--- config.mk ---
export PLATFORM = sky130hd
export DESIGN_NAME = pipe_stage_elastic
export DESIGN_NICKNAME = d
export VERILOG_FILES = /design/src/rtl/pipe_pkg.sv /design/src/rtl/pipe_skid_buf.sv /design/src/rtl/pipe_stage_elastic.sv
export SDC_FILE = /design/constraint.sdc
export NUM_CORES = 1
export LEC_CHECK = 0
export CORE_MARGIN = 5
export CORE_UTILIZATION = 66
export DETAILED_ROUTE_END_ITERATION = 10
export DONT_BUFFER_PORTS = 1
export PLACE_DENSITY = 0.89
export SYNTH_ARGS = -nofsm -noshare
export SYNTH_HDL_FRONTEND = slang
export SYNTH_SLANG_ARGS = --single-unit
--- constraint.sdc ---
create_clock -name clk_i -period 1.8 [get_ports clk_i]
set_input_delay 0.36 -clock clk_i [delete_from_list [all_inputs] [get_ports clk_i]]
set_output_delay 0.36 -clock clk_i [all_outputs]
set_load 0.01 [all_outputs]
--- src/rtl/pipe_pkg.sv ---
// Shared types for the elastic pipeline stage: the occupancy state and the
// MEM/WB payload layout (71 bits) that the default stage width is sized for.
package pipe_pkg;

  localparam int unsigned MEMWB_W = 71;

  typedef enum logic [1:0] {
    EMPTY = 2'd0,
    ONE   = 2'd1,
    TWO   = 2'd2
  } pipe_state_e;

  typedef struct packed {
    logic [31:0] mem_rdata;
    logic [31:0] alu_res;
    logic [4:0]  rd_addr;
    logic        wb;
    logic        wb_src;
  } memwb_payload_t;

endpackage

--- src/rtl/pipe_skid_buf.sv ---
// Skid register and occupancy tracking for pipe_stage_elastic.
// Holds the second entry while the main register is stalled, and produces a
// registered ready so backpressure never forms a combinational path upstream.
module pipe_skid_buf
  import pipe_pkg::*;
#(
  parameter int unsigned       WIDTH    = MEMWB_W,
  parameter logic [WIDTH-1:0]  RST_DATA = '0
) (
  input  logic              clk_i,
  input  logic              rst_i,
  input  logic              flush_i,
  input  logic              accept_i,
  input  logic              pop_i,
  input  logic [WIDTH-1:0]  data_i,
  output pipe_state_e       state_o,
  output logic [WIDTH-1:0]  skid_data_o,
  output logic              ready_o
);

  pipe_state_e      r_state;
  logic [WIDTH-1:0] r_skid;
  logic             r_ready;

  assign state_o     = r_state;
  assign skid_data_o = r_skid;
  assign ready_o     = r_ready;

  // Occupancy FSM; ready is registered alongside the state (ready = state != TWO).
  always_ff @(posedge clk_i) begin
    if (!rst_i) begin
      r_state <= EMPTY;
      r_skid  <= RST_DATA;
      r_ready <= 1'b1;
    end else if (flush_i) begin
      r_state <= EMPTY;
      r_skid  <= RST_DATA;
      r_ready <= 1'b1;
    end else begin
      case (r_state)
        EMPTY: begin
          if (accept_i) r_state <= ONE;
        end
        ONE: begin
          if (accept_i && !pop_i) begin
            r_state <= TWO;
            r_skid  <= data_i;
            r_ready <= 1'b0;
          end else if (pop_i && !accept_i) begin
            r_state <= EMPTY;
          end
        end
        TWO: begin
          if (pop_i) begin
            r_state <= ONE;
            r_ready <= 1'b1;
          end
        end
        default: begin
          r_state <= EMPTY;
          r_ready <= 1'b1;
        end
      endcase
    end
  end

endmodule

--- src/rtl/pipe_stage_elastic.sv ---
// Elastic pipeline stage register with valid/ready handshake and sync flush.
// Build option PIPE_STAGE_SKID_EN: adds a two-entry skid buffer with a
// registered in_ready_o; without it in_ready_o = !out_valid_o || out_ready_i.
module pipe_stage_elastic
  import pipe_pkg::*;
#(
  parameter int unsigned       WIDTH    = MEMWB_W,
  parameter logic [WIDTH-1:0]  RST_DATA = '0
) (
  input  logic              clk_i,
  input  logic              rst_i,
  input  logic              flush_i,
  input  logic              in_valid_i,
  output logic              in_ready_o,
  input  logic [WIDTH-1:0]  in_data_i,
  output logic              out_valid_o,
  input  logic              out_ready_i,
  output logic [WIDTH-1:0]  out_data_o
);

  logic [WIDTH-1:0] r_main;
  logic             r_vld;
  logic             w_accept;
  logic             w_pop;
  logic             w_load;
  logic [WIDTH-1:0] w_main_nxt;
  logic             w_vld_nxt;

  assign out_data_o  = r_main;
  assign out_valid_o = r_vld;
  assign w_accept    = in_valid_i && in_ready_o;
  assign w_pop       = r_vld && out_ready_i;

`ifdef PIPE_STAGE_SKID_EN
  pipe_state_e      w_state;
  logic [WIDTH-1:0] w_skid_data;
  logic             w_ready;

  pipe_skid_buf #(
    .WIDTH    (WIDTH),
    .RST_DATA (RST_DATA)
  ) u_skid (
    .clk_i       (clk_i),
    .rst_i       (rst_i),
    .flush_i     (flush_i),
    .accept_i    (w_accept),
    .pop_i       (w_pop),
    .data_i      (in_data_i),
    .state_o     (w_state),
    .skid_data_o (w_skid_data),
    .ready_o     (w_ready)
  );

  assign in_ready_o = w_ready;

  // Main-register next value: refill from skid in TWO, else take input when
  // the main slot is free (EMPTY) or being vacated this cycle (pop in ONE).
  always_comb begin
    w_load     = 1'b0;
    w_main_nxt = in_data_i;
    w_vld_nxt  = r_vld;
    if (w_state == TWO) begin
      if (w_pop) begin
        w_load     = 1'b1;
        w_main_nxt = w_skid_data;
      end
    end else if (w_accept && ((w_state == EMPTY) || w_pop)) begin
      w_load = 1'b1;
    end
    if (w_accept)                       w_vld_nxt = 1'b1;
    else if (w_pop && (w_state != TWO)) w_vld_nxt = 1'b0;
  end
`else
  assign in_ready_o = !r_vld || out_ready_i;

  // Main-register next value for the single-entry stage.
  always_comb begin
    w_load     = 1'b0;
    w_main_nxt = in_data_i;
    w_vld_nxt  = r_vld;
    if (w_accept) begin
      w_load    = 1'b1;
      w_vld_nxt = 1'b1;
    end else if (w_pop) begin
      w_vld_nxt = 1'b0;
    end
  end
`endif

  // Output flops: reset beats flush beats handshake.
  always_ff @(posedge clk_i) begin
    if (!rst_i) begin
      r_main <= RST_DATA;
      r_vld  <= 1'b0;
    end else if (flush_i) begin
      r_main <= RST_DATA;
      r_vld  <= 1'b0;
    end else begin
      if (w_load) r_main <= w_main_nxt;
      r_vld <= w_vld_nxt;
    end
  end

endmodule

==> impl_results.md <==
* Status: completed
* First-pass GRT wire length at 11,050 microns
* Tmin final at around 1500 ps
* Critical Path RT at 1440 ps
* Detail Route Antenna Nets at 0
* Rows at 25
* Final Instance Area at about 0.0033 sq mm
* Crit path setup slack, layout at between 300 and 400 ps
* Die area at 0.006338 sq mm
* Syn Inst Count at 330
* Leading area contributor after synthesis: dfxtp_1
* PwrDens at 1132 mW/mm^2
* Sequential fraction of the synthesis area at a little under half
* DRT Wirelength at 6976 microns
* Total track usage at 22.11%
* Via count at 2,359
* H-tree depth at 3
* # clock sinks at 72
* Placed Instances at 362
* Avg Inst Size Synth at approximately 9.7 sq um
* RSZ-0062 raised after global routing: false
* CP delay by family, top: flip-flops
* Max stage delay on crit path at 390 ps
* CTS Root Cell: clkbuf_8
* Setup-failing EPs final at 0
* Worst-path fanout max at 73
* Post-synth cell types at 16
* Die Ht at 79.61 microns
* Worst path slowest cell: dfxtp_1
* Setup CP Type: reg2out
* Diodes inserted at 0
* Placed cell area at ~0.003 sq mm
* Cells along the critical path: nand2b_4, buf_12
* Vias in the first global route at approximately 2,300
* Clk_skew at about 8.1 ps
* Largest net degree at the start of global routing at 144
* Final Max Tran Viols at 0
* Vias per cell at 6.241
* Crit share post-route at between 80% and 90%
* Initial Util at 67.71%
* Critical Path Source Type: flip-flop
* Critical path arrival at between 1000 and 1500 ps
* Drt pass-1 iters at 4
* Final Non-Filler Cells at 378
* Peak supply drop at roughly 0.00083 V
* Starting DRT DRC Count at ~170
* CP endpoint kind: output pin
* Syn nets at 406
* Die width at 79.61 microns
* Setup Slack @ Placement at 456.4 ps
* Fin util at between 60% and 70%
* CTS Buf Count at 9
* Top cell type's share of synthesized area at between 40 and 50%
* Remaining DRCs at 0
* Leak at ~0.0011 uW
* Final TNS setup at 0 ps
* Post-CTS sizing at 0
* Core area at 0.004723 sq mm
* Clock transition at path regs at roughly 70 ps
* Area delta synth->final at 2.308%
* PortBufs at 0
* Post-synthesis register bit count at 72
* Ys Warns at 0
* Worst Max-Slew Pin Slew at 570.1 ps
* Final Hold Violating Endpoints at 0
* Initial antenna violation count at 0
* # Post-CTS Setup Buffers at 0
* Clock Latency Late Sink at 340 ps
* I/O pin count at 149
* Total gr overflow at 0
* Relative slew slack at 62.00%
* Max Cap Viol at 0
* Hold_buf cts at 0
* FMAX at 669.3 MHz
* Synth area leaders: dfxtp_1 (45%), o21ai_2 (19%), nand4_1 (14%)
* Max clock buf depth at 2
* HP Class: in2reg
* Worst Path Buf+Inv at 1
* Fin nets at 382
* Layout cell share with drive strength beyond 1 at 29.90%
* Post-DP HPWL at ~4500 microns
* Mapped cell area at 0.003198 sq mm
* Wirelength per Cell at 18.46 microns
* CTS tree: done
* GPL Wtd Cong at between 0.7 and 0.8
per-layer routing:
layer	GRT usage (%)	share of wire, %	wire, microns	vias up
met5	0	0	0	-
met4	9.450	1.5	108	0
met3	9.594	11	759	10
met2	34.89	49	3427	109
met1	26.07	38	2680	1097
li1	-	-	-	1143
cell usage in the layout, fill, tap and decap left out:
| master | instances |
|---|---|
| o21ai_1 | 1 |
| dfxtp_1 | 72 |
| clkbuf_1 | 1 |
| bufinv_16 | 5 |
| buf_12 | 4 |
| clkbuf_8 | 9 |
| buf_4 | 1 |
| nand4_1 | 71 |
| o21ai_2 | 70 |
| clkinv_2 | 1 |
| nand2b_4 | 1 |
| nand2_1 | 71 |
| and2_4 | 1 |
| nor2b_4 | 1 |
| inv_1 | 1 |
| a21boi_1 | 1 |
state kept, by name (all words and copies together), names as in the netlist:
name / cells
out_data_o: 71
out_valid_o: 1
area by class of cell:
type,instances,area (sq um)
Fill cell,359,1451
Sequential cell,72,1441
Multi-Input combinational cell,217,1373
Clock inverter,6,155.1
Clock buffer,10,127.6
Timing Repair Buffer,5,87.58
Tap cell,67,83.83
Inverter,1,3.754
stage by stage:
stage	hold slack, ps	power [uW]
floorplan	472.6	2002
global placement	494.6	1953
detailed placement	500.7	1964
CTS	149.9	3732
global route	155.4	3846
finish	165.1	3703
final timing paths:
check                                                 start                     endpoint  slack (ps)  cells past startpoint
worst max-delay path               out_valid_o$_SDFFE_PP0P_                   in_ready_o         310                      2
worst min-delay path                             in_valid_i     out_valid_o$_SDFFE_PP0P_         170                      2
worst max register to register     out_valid_o$_SDFFE_PP0P_  out_data_o[13]$_SDFFE_PP0P_         450                      4
worst min register to register  out_data_o[42]$_SDFFE_PP0P_  out_data_o[42]$_SDFFE_PP0P_         510                      2
Yosys cell counts:
master and count:
o21ai_1 1, and2_4 1, nand2b_4 1, inv_1 1
a21boi_1 1, buf_4 1, buf_6 9, nand4_1 71
dfxtp_1 72, buf_12 9, buf_1 2, buf_2 14
nand2_1 71, o21ai_2 70, clkbuf_1 5, nor2b_2 1
kinds of logic (layout without fill, tap and decap cells):
logic type      count (synthesis)  after routing  synth area share [%]
simple gates                  145            145                 23.20
flops                          72             72                 45.07
compound gates                 72             72                 19.56
buf+inv                        41             22                 12.17
power breakdown:
group	internal, uW	switching, uW
logic	69.2	144
clock network	1200	578
registers	1650	65.6
Power figures use the tool's default switching activity.
==> RTL change, RTL diff (same settings) <==
`MEMWB_W`: 71 -> 79.
--- a/src/rtl/pipe_pkg.sv
+++ b/src/rtl/pipe_pkg.sv
@@ -2,7 +2,7 @@
 // MEM/WB payload layout (71 bits) that the default stage width is sized for.
 package pipe_pkg;
 
-  localparam int unsigned MEMWB_W = 71;
+  localparam int unsigned MEMWB_W = 79;
 
   typedef enum logic [1:0] {
     EMPTY = 2'd0,
Ports: changed (resized in_data_i and out_data_o); port bits go from 149 to 165. The function was not compared with the original's and may differ.
==> RTL change against the unedited design <==
Cell area decreased by 3.7%; register-to-register slack lost 170 ps; critical path depth grew 1; routed wire length rose by 6.4%; area after synthesis down 3.4%; setup slack got worse by 29 ps; power decreased by 15%; sequential cell count is 8 higher; largest cell class unchanged; highest routed layer unchanged.
==> RTL change: results (changes against the unedited design) <==
status complete, no violations (unchanged); Vias/cell 6.50 (was 6.24); largest net degree at the start of global routing 98 (was 144); Static Leak 1.01 nW (was 1.11 nW); first-pass GRT wire length 11.8 mm (was 11.0 mm); CP top delay family simple AND/OR/NAND/NOR gates (was flip-flops); worst vdd ir 0.596 mV (was 0.828 mV); clock skew 6.68 ps (was 8.13 ps); register area 1600 sq um (was 1440 sq um); met1 GRT Util 28.9% (was 26.1%); cell row count 24 (was 25); Clock buffer cells 13 (was 10); clock-cell share of area 4.88% (was 8.64%); gr usage total 23.7% (was 22.1%); slowest cell delay on critical path 620 ps (was 390 ps); routed wl met2 3.78 mm (was 3.43 mm); DRT met1 WL 2.80 mm (was 2.68 mm); buffering overhead 1.91% (was 2.68%); Vias 2543 (was 2359); vias in the first global route 2379 (was 2258); Mapped Nets 451 (was 406); pre-CTS WS 270 ps (was 456 ps); multi-input gates 241 (was 217); layout cell share with drive strength beyond 1 7.96% (was 29.9%); post-synthesis sequential area ratio 51.8% (was 45.1%); layout net count 420 (was 382); CP arrival 1700 ps (was 1130 ps); Final Cell Area 3150 sq um (was 3270 sq um)
[RTL change: path summary, 6_finish.rpt]
path                          startpoint                          end  slack (ps)
min reg2reg  out_data_o[22]$_SDFFE_PP0P_  out_data_o[22]$_SDFFE_PP0P_         510
min                        in_data_i[23]  out_data_o[23]$_SDFFE_PP0P_         180
max             out_valid_o$_SDFFE_PP0P_  out_data_o[15]$_SDFFE_PP0P_         280
max reg2reg     out_valid_o$_SDFFE_PP0P_  out_data_o[15]$_SDFFE_PP0P_         280
[RTL change: power by group]
group	switching [mW]	total [mW]	internal [mW]
logic	0.118	0.171	0.0527
registers	0.0729	1.90	1.83
clock network	0.558	1.08	0.524
[RTL change: cells by family after synthesis]
| kind of cell | after synthesis |
|---|---|
| AND/OR/NAND/NOR | 161 |
| flip-flops | 80 |
| buffers and inverters | 46 |
| AO/OA/AOI/OAI | 80 |
